===== src/rtl/mem_pkg.sv =====
`default_nettype none
// ============================================================================
//  Module      : mem_pkg
//  Description : Shared constants and state encoding for the SPI memory
//                read path (command opcode, address width, byte limit and
//                the read-engine state type).
//  Revision    : 1.0 - initial release
// ============================================================================
package mem_pkg;

  localparam logic [7:0] SPI_CMD_READ   = 8'h03;
  localparam int         ADDR_BITS      = 24;
  localparam int         MAX_READ_BYTES = 4;

  typedef enum logic [2:0] {
    ST_IDLE = 3'd0,
    ST_CMD  = 3'd1,
    ST_ADDR = 3'd2,
    ST_DATA = 3'd3,
    ST_DONE = 3'd4
  } spi_state_t;

endpackage
`default_nettype wire


===== src/rtl/spi_bit_timer.sv =====
`default_nettype none
// ============================================================================
//  Module      : spi_bit_timer
//  Description : SPI mode-0 clock generator. Produces sclk with DIV_HALF clk
//                cycles per half-period plus one-cycle strobes marking the
//                clk edge that drives sclk 0->1 (rise) and 1->0 (fall).
//  Revision    : 1.0 - initial release
//
//  Ports
//    clk   in   system clock
//    rst_n in   synchronous active-low reset
//    en    in   run the timer; low forces phase 0 and sclk low
//    sclk  out  SPI clock (registered, idle low)
//    rise  out  this clk edge drives sclk 0->1 (miso sample point)
//    fall  out  this clk edge drives sclk 1->0 (mosi shift point)
// ============================================================================
module spi_bit_timer #(
  parameter int DIV_HALF = 1
) (
  input  logic clk,
  input  logic rst_n,
  input  logic en,
  output logic sclk,
  output logic rise,
  output logic fall
);

  localparam int CNT_W = (DIV_HALF > 1) ? $clog2(DIV_HALF) : 1;

  logic [CNT_W-1:0] r_cnt;
  logic             r_sclk;
  // One idle cycle after enable gives cs-to-first-edge setup time before the
  // first sclk low phase begins counting.
  logic             r_started;
  logic             w_tick;

  assign w_tick = en && r_started && (r_cnt == CNT_W'(DIV_HALF - 1));
  assign rise   = w_tick && !r_sclk;
  assign fall   = w_tick &&  r_sclk;
  assign sclk   = r_sclk;

  always_ff @(posedge clk) begin
    if (!rst_n || !en) begin
      r_cnt     <= '0;
      r_sclk    <= 1'b0;
      r_started <= 1'b0;
    end else if (!r_started) begin
      r_started <= 1'b1;
    end else if (w_tick) begin
      r_cnt  <= '0;
      r_sclk <= ~r_sclk;
    end else begin
      r_cnt <= r_cnt + CNT_W'(1);
    end
  end

endmodule
`default_nettype wire


===== src/rtl/spi_mem_read.sv =====
`default_nettype none
// ============================================================================
//  Module      : spi_mem_read
//  Description : SPI mode-0 read engine. Per request sends the READ opcode and
//                a 24-bit address, clocks in 1-4 bytes and assembles them
//                little-endian into a 32-bit word held with fetch_done until
//                the request is released.
//  Revision    : 1.0 - initial release
//
//  Ports
//    clk            in   system clock
//    rst_n          in   synchronous active-low reset
//    start_fetch    in   request level; rising transition starts a read
//    read_bytes     in   byte count (0..15, >4 clamped to 4)
//    target_address in   24-bit byte address
//    target_data    out  assembled read word
//    fetch_done     out  result valid and held
//    miso           in   SPI data from memory
//    sclk           out  SPI clock, idle low
//    mosi           out  SPI data to memory
//    cs             out  SPI chip select, active low
// ============================================================================
module spi_mem_read
  import mem_pkg::*;
#(
  parameter int         DIV_HALF = 1,
  parameter logic [7:0] CMD_READ = SPI_CMD_READ
) (
  input  logic        clk,
  input  logic        rst_n,
  input  logic        start_fetch,
  input  logic [3:0]  read_bytes,
  input  logic [23:0] target_address,
  output logic [31:0] target_data,
  output logic        fetch_done,
  input  logic        miso,
  output logic        sclk,
  output logic        mosi,
  output logic        cs
);

  spi_state_t  r_state;
  logic        r_start_q;   // registered start_fetch sample
  logic        r_armed;     // start_fetch has been seen low since last start
  logic [2:0]  r_nbytes;
  logic [5:0]  r_bit_cnt;
  logic [30:0] r_tx_sr;     // bits still to send after the one on mosi
  logic [7:0]  r_rx_byte;
  logic [31:0] r_rx_word;

  logic        w_active;
  logic        w_rise;
  logic        w_fall;
  logic [2:0]  w_nbytes;
  logic [5:0]  w_last_data_bit;

  assign w_active = (r_state == ST_CMD) || (r_state == ST_ADDR) || (r_state == ST_DATA);
  assign w_nbytes = (read_bytes > 4'(MAX_READ_BYTES)) ? 3'(MAX_READ_BYTES) : read_bytes[2:0];
  assign w_last_data_bit = {r_nbytes, 3'b000} - 6'd1;

  // Dropping start_fetch disables the timer on the same edge the FSM aborts,
  // so sclk returns low together with cs going high.
  spi_bit_timer #(
    .DIV_HALF (DIV_HALF)
  ) u_bit_timer (
    .clk   (clk),
    .rst_n (rst_n),
    .en    (w_active && start_fetch),
    .sclk  (sclk),
    .rise  (w_rise),
    .fall  (w_fall)
  );

  always_ff @(posedge clk) begin
    if (!rst_n) begin
      r_state     <= ST_IDLE;
      r_start_q   <= 1'b0;
      r_armed     <= 1'b0;
      r_nbytes    <= 3'd0;
      r_bit_cnt   <= 6'd0;
      r_tx_sr     <= '0;
      r_rx_byte   <= 8'd0;
      r_rx_word   <= 32'd0;
      target_data <= 32'd0;
      fetch_done  <= 1'b0;
      mosi        <= 1'b0;
      cs          <= 1'b1;
    end else begin
      r_start_q <= start_fetch;
      r_armed   <= r_armed | ~start_fetch;

      case (r_state)
        ST_IDLE: begin
          if (r_start_q && r_armed) begin
            r_armed   <= 1'b0;
            r_nbytes  <= w_nbytes;
            r_bit_cnt <= 6'd0;
            r_rx_word <= 32'd0;
            if (w_nbytes == 3'd0) begin
              r_state     <= ST_DONE;
              fetch_done  <= 1'b1;
              target_data <= 32'd0;
            end else begin
              r_state <= ST_CMD;
              cs      <= 1'b0;
              mosi    <= CMD_READ[7];
              r_tx_sr <= {CMD_READ[6:0], target_address};
            end
          end
        end

        ST_CMD, ST_ADDR, ST_DATA: begin
          if (!start_fetch) begin
            r_state   <= ST_IDLE;
            cs        <= 1'b1;
            mosi      <= 1'b0;
            r_bit_cnt <= 6'd0;
          end else begin
            if (w_rise && (r_state == ST_DATA)) begin
              r_rx_byte <= {r_rx_byte[6:0], miso};
              if (r_bit_cnt[2:0] == 3'd7)
                r_rx_word[{r_bit_cnt[4:3], 3'b000} +: 8] <= {r_rx_byte[6:0], miso};
            end
            if (w_fall) begin
              case (r_state)
                ST_CMD: begin
                  mosi    <= r_tx_sr[30];
                  r_tx_sr <= {r_tx_sr[29:0], 1'b0};
                  if (r_bit_cnt == 6'd7) begin
                    r_state   <= ST_ADDR;
                    r_bit_cnt <= 6'd0;
                  end else begin
                    r_bit_cnt <= r_bit_cnt + 6'd1;
                  end
                end
                ST_ADDR: begin
                  if (r_bit_cnt == 6'(ADDR_BITS - 1)) begin
                    r_state   <= ST_DATA;
                    r_bit_cnt <= 6'd0;
                    mosi      <= 1'b0;
                  end else begin
                    mosi      <= r_tx_sr[30];
                    r_tx_sr   <= {r_tx_sr[29:0], 1'b0};
                    r_bit_cnt <= r_bit_cnt + 6'd1;
                  end
                end
                default: begin
                  if (r_bit_cnt == w_last_data_bit) begin
                    r_state     <= ST_DONE;
                    cs          <= 1'b1;
                    fetch_done  <= 1'b1;
                    target_data <= r_rx_word;
                  end else begin
                    r_bit_cnt <= r_bit_cnt + 6'd1;
                  end
                end
              endcase
            end
          end
        end

        ST_DONE: begin
          if (!start_fetch) begin
            r_state    <= ST_IDLE;
            fetch_done <= 1'b0;
          end
        end

        default: r_state <= ST_IDLE;
      endcase
    end
  end

endmodule
`default_nettype wire


===== config.mk =====
export PLATFORM = sky130hd
export DESIGN_NAME = spi_mem_read
export DESIGN_NICKNAME = d
export VERILOG_FILES = /design/src/rtl/mem_pkg.sv /design/src/rtl/spi_bit_timer.sv /design/src/rtl/spi_mem_read.sv
export SDC_FILE = /design/constraint.sdc
export NUM_CORES = 1
export LEC_CHECK = 0
export CAP_MARGIN = 20
export CORE_ASPECT_RATIO = 1.2
export CORE_MARGIN = 3
export CORE_UTILIZATION = 35
export CTS_CLUSTER_DIAMETER = 60
export DETAILED_ROUTE_END_ITERATION = 7
export GPL_TIMING_DRIVEN = 0
export PLACE_DENSITY_LB_ADDON = 0.08
export SLEW_MARGIN = 20
export SYNTH_ARGS = -nofsm -noshare
export SYNTH_HDL_FRONTEND = slang
export SYNTH_SLANG_ARGS = --single-unit

===== constraint.sdc =====
create_clock -name clk -period 3 [get_ports clk]
set_input_delay 0.9 -clock clk [delete_from_list [all_inputs] [get_ports clk]]
set_output_delay 0.9 -clock clk [all_outputs]
set_load 0.01 [all_outputs]

==> results by group <==
Outcome
  – Run status: finished, final reports clean

Placement
  – Post-DP HPWL: 11420 um
  – I/O Buffers: 66
  – Placed cells: 919
  – Placer congestion estimate: 0.8708
  – Pre-CTS setup slack: -0.3411 ns

CTS
  – H-tree levels: 4
  – Worst-Skew Late Latency: 0.43 ns
  – CTS Sinks: 122
  – CTS max path bufs: 2
  – CTS root buffer: clkbuf_16
  – Clk pin slew, worst setup/hold paths: 0.05 ns
  – Inserted Clock Buffers: 17
  – CTS tree: yes

GRT
  – Met3 global-route usage: 4.211%
  – Remaining Overflow, GRT: 0
  – Largest net degree at the start of global routing: 17
  – Met1 Usage GRT: 21.64%
  – GR Util met2: 31.14%
  – Antenna violations before repair: 0
  – Most used routing layer: met2
  – Number of global-route vias before repair: 4948
  – First-pass GRT wire length: 25140 um
  – Gr usage total: 17.89%

STA
  – Final Skew: 0.01235 ns
  – Final Worst Setup Slack: 0.2811 ns
  – Slew @ Worst Pin: 1.001 ns
  – Fin Hold WS: 0.4523 ns
  – Max Slew Vio Count: 0
  – Final setup vio count: 0
  – Fmax: 0.3678 GHz
  – Fin. Hold Viols: 0
  – Worst slew margin: 33.03%
  – Minimum clock period: 2.719 ns
  – Unrepaired setup endpoints after global routing: false
  – Final Cycle Share: 90.63%

Finish
  – Commonest cells after routing, fill and taps aside: dfxtp_1, nand2_1, nand3_1, clkdlybuf4s50_1, mux2i_1
  – Fill cell count: 1569
  – Antenna Cells: 0
  – Filler-free cell count of the finished design: 949
  – Layout cells sized above 1: 7.422%
  – Synthesis-to-finish area growth: 27.61%
  – Most common cell after layout, fill and taps aside: dfxtp_1
  – Final nets: 770

Drt
  – Drt initial violations: 275
  – First-pass DRT Iterations: 4
  – Drt drc: 0
  – Antenna viol nets, final: 0
  – Drt wl/cell: 16.29 um
  – DRT Wirelength: 15460 um
  – Via count: 4936
  – Vias per cell: 5.201

Synthesis
  – Synth Instances: 645
  – Synth Area per Inst: 8.755 sq um
  – Synth Register Bits: 122
  – Post-synthesis sequential area ratio: 43.25%
  – Syn nets: 685
  – Synth warn: 0
  – Most used DFF post-synth: dfxtp_1
  – Async set-reset flop share out of synthesis: 0%
  – Mapped Area: 5647 sq um
  – EDFF count, synth: 0
  – Distinct cells, synth: 58

Die
  – Die Y: 145.1 um
  – Starting density of the core: 35.96%
  – Core footprint: 15700 sq um
  – Row Count: 50
  – Chip width: 122.0 um
  – Die footprint: 17700 sq um
  – Io pins: 68

Pwr
  – Worst IR Drop VDD: 0.4310 mV
  – Total power: 5.119 mW
  – Power per cell area: 710.4 nW/um^2
  – Leakage: 2.973 nW

Setup path
  – Max stage delay on crit path: 0.55 ns
  – Critical path launch point type: input pin
  – Slowest cell on the critical path: clkdlybuf4s50_1
  – CP max FO: 10
  – Setup crit end kind: register
  – Crit path required time: 3.31 ns
  – Most used cell, CP: nor2b_1
  – Cells along the critical path: clkdlybuf4s50_1 -> buf_2 -> nor2b_1 -> nand3_1 -> nor2_2 -> mux2i_1 -> nor2b_1
  – Reg2reg setup slack: 0.59 ns
  – Setup CP Type: input pin to register
  – Crit path buf inv count: 2
  – Crit path DAT: 3.03 ns
  – Crit-path leading delay family: simple AND/OR/NAND/NOR gates

Job
  – Max Cap Viol: 0

Worst hold path
  – Type of the worst min-delay path: register to register
[where the power goes]
group          leakage [nW]  switching (mW)  internal (mW)
Combinational          1.67           0.743          0.357
Sequential            0.986          0.0644           1.74
Clock                 0.313           0.719           1.49
[final timing paths]
path	startpoint	endpoint	depth (start not counted)
max	start_fetch	r_rx_byte[2]$_SDFFE_PN0P_	7
min	target_data[20]$_SDFFE_PN0P_	target_data[20]$_SDFFE_PN0P_	2
max reg2reg	r_state[1]$_SDFFE_PN0P_	r_tx_sr[8]$_SDFFE_PN0P_	7
min reg2reg	target_data[20]$_SDFFE_PN0P_	target_data[20]$_SDFFE_PN0P_	2
[registers in the layout (all words and copies together) (netlist names)]
signal and cells:
u_bit_timer.r_started 1, u_bit_timer.r_cnt 1, u_bit_timer.sclk 1, r_armed 1, r_tx_sr 31, r_rx_byte 7, r_nbytes 3, cs 1
target_data 32, r_start_q 1, fetch_done 1, r_rx_word 32, r_state 3, r_bit_cnt 6, mosi 1
[stage by stage]
stage               TNS (ns)  utilization [%]  cell area, sq um
CTS                        0            45.87              7203
global placement      -5.508            41.82              6568
finish                     0            45.89              7206
floorplan                  0                -              5647
global route               0            45.89              7206
detailed placement    -4.983            41.82              6568
[worst register-to-register path, cell delays in order (launching register included)]
cell and delay, ns:
dfxtp_1 0.34, buf_2 0.20, o21bai_1 0.48, a21oi_1 0.12, a211oi_2 0.47, clkbuf_1 0.40, nand3_1 0.14, o211a_1 0.16
[per-layer routing]
layer / wire (um) / part of all wire (%)
met5: 0 / 0
met2: 8016 / 52
met1: 6704 / 43
met3: 622 / 4.0
met4: 119 / 0.77
[cell families after synthesis]
kind of cell             after synthesis  synth area share, %
AND/OR/NAND/NOR                      260                22.87
AO/OA/AOI/OAI                        148                19.19
adder cells (fa/ha/maj)                8                1.773
XOR/XNOR                               3               0.7312
buffers and inverters                 63                4.919
flip-flops                           122                43.25
multiplexers                          41                7.268
[cell type report]
cell class                 count  area, sq um  share of cell area (%)
clock buffer                  24        501.7                   6.963
inverter                      10        37.54                  0.5209
multi-input combinational    460         2929                   40.65
clock inverter                 6        133.9                   1.858
timing repair buffer          66        660.6                   9.168
sequential                   122         2442                   33.89
tap                          208        260.3                   3.612
buffer                        53        240.2                   3.334
[cell usage after synthesis (10+ instances only)]
cell	n	area, sq um
dfxtp_1	122	2442
buf_2	11	55.05
o21ai_0	36	180.2
nor2_1	17	63.81
nand2_1	108	405.4
o211a_1	27	270.3
a21oi_1	13	65.06
mux2i_1	41	410.4
a21boi_0	32	240.2
nand3_1	72	360.4
inv_1	10	37.54
nand4_1	25	156.4
a21boi_1	12	90.09
clkbuf_1	34	127.6
[repair_timing]
action                     4_1_cts  5_1_grt
setup buffers                    0        0
setup endpoints to repair        0        7
gates resized for setup          0        1
hold buffers                     0        0
hold endpoints to repair         0        0
No activity file was read; power rests on OpenSTA's default activity.
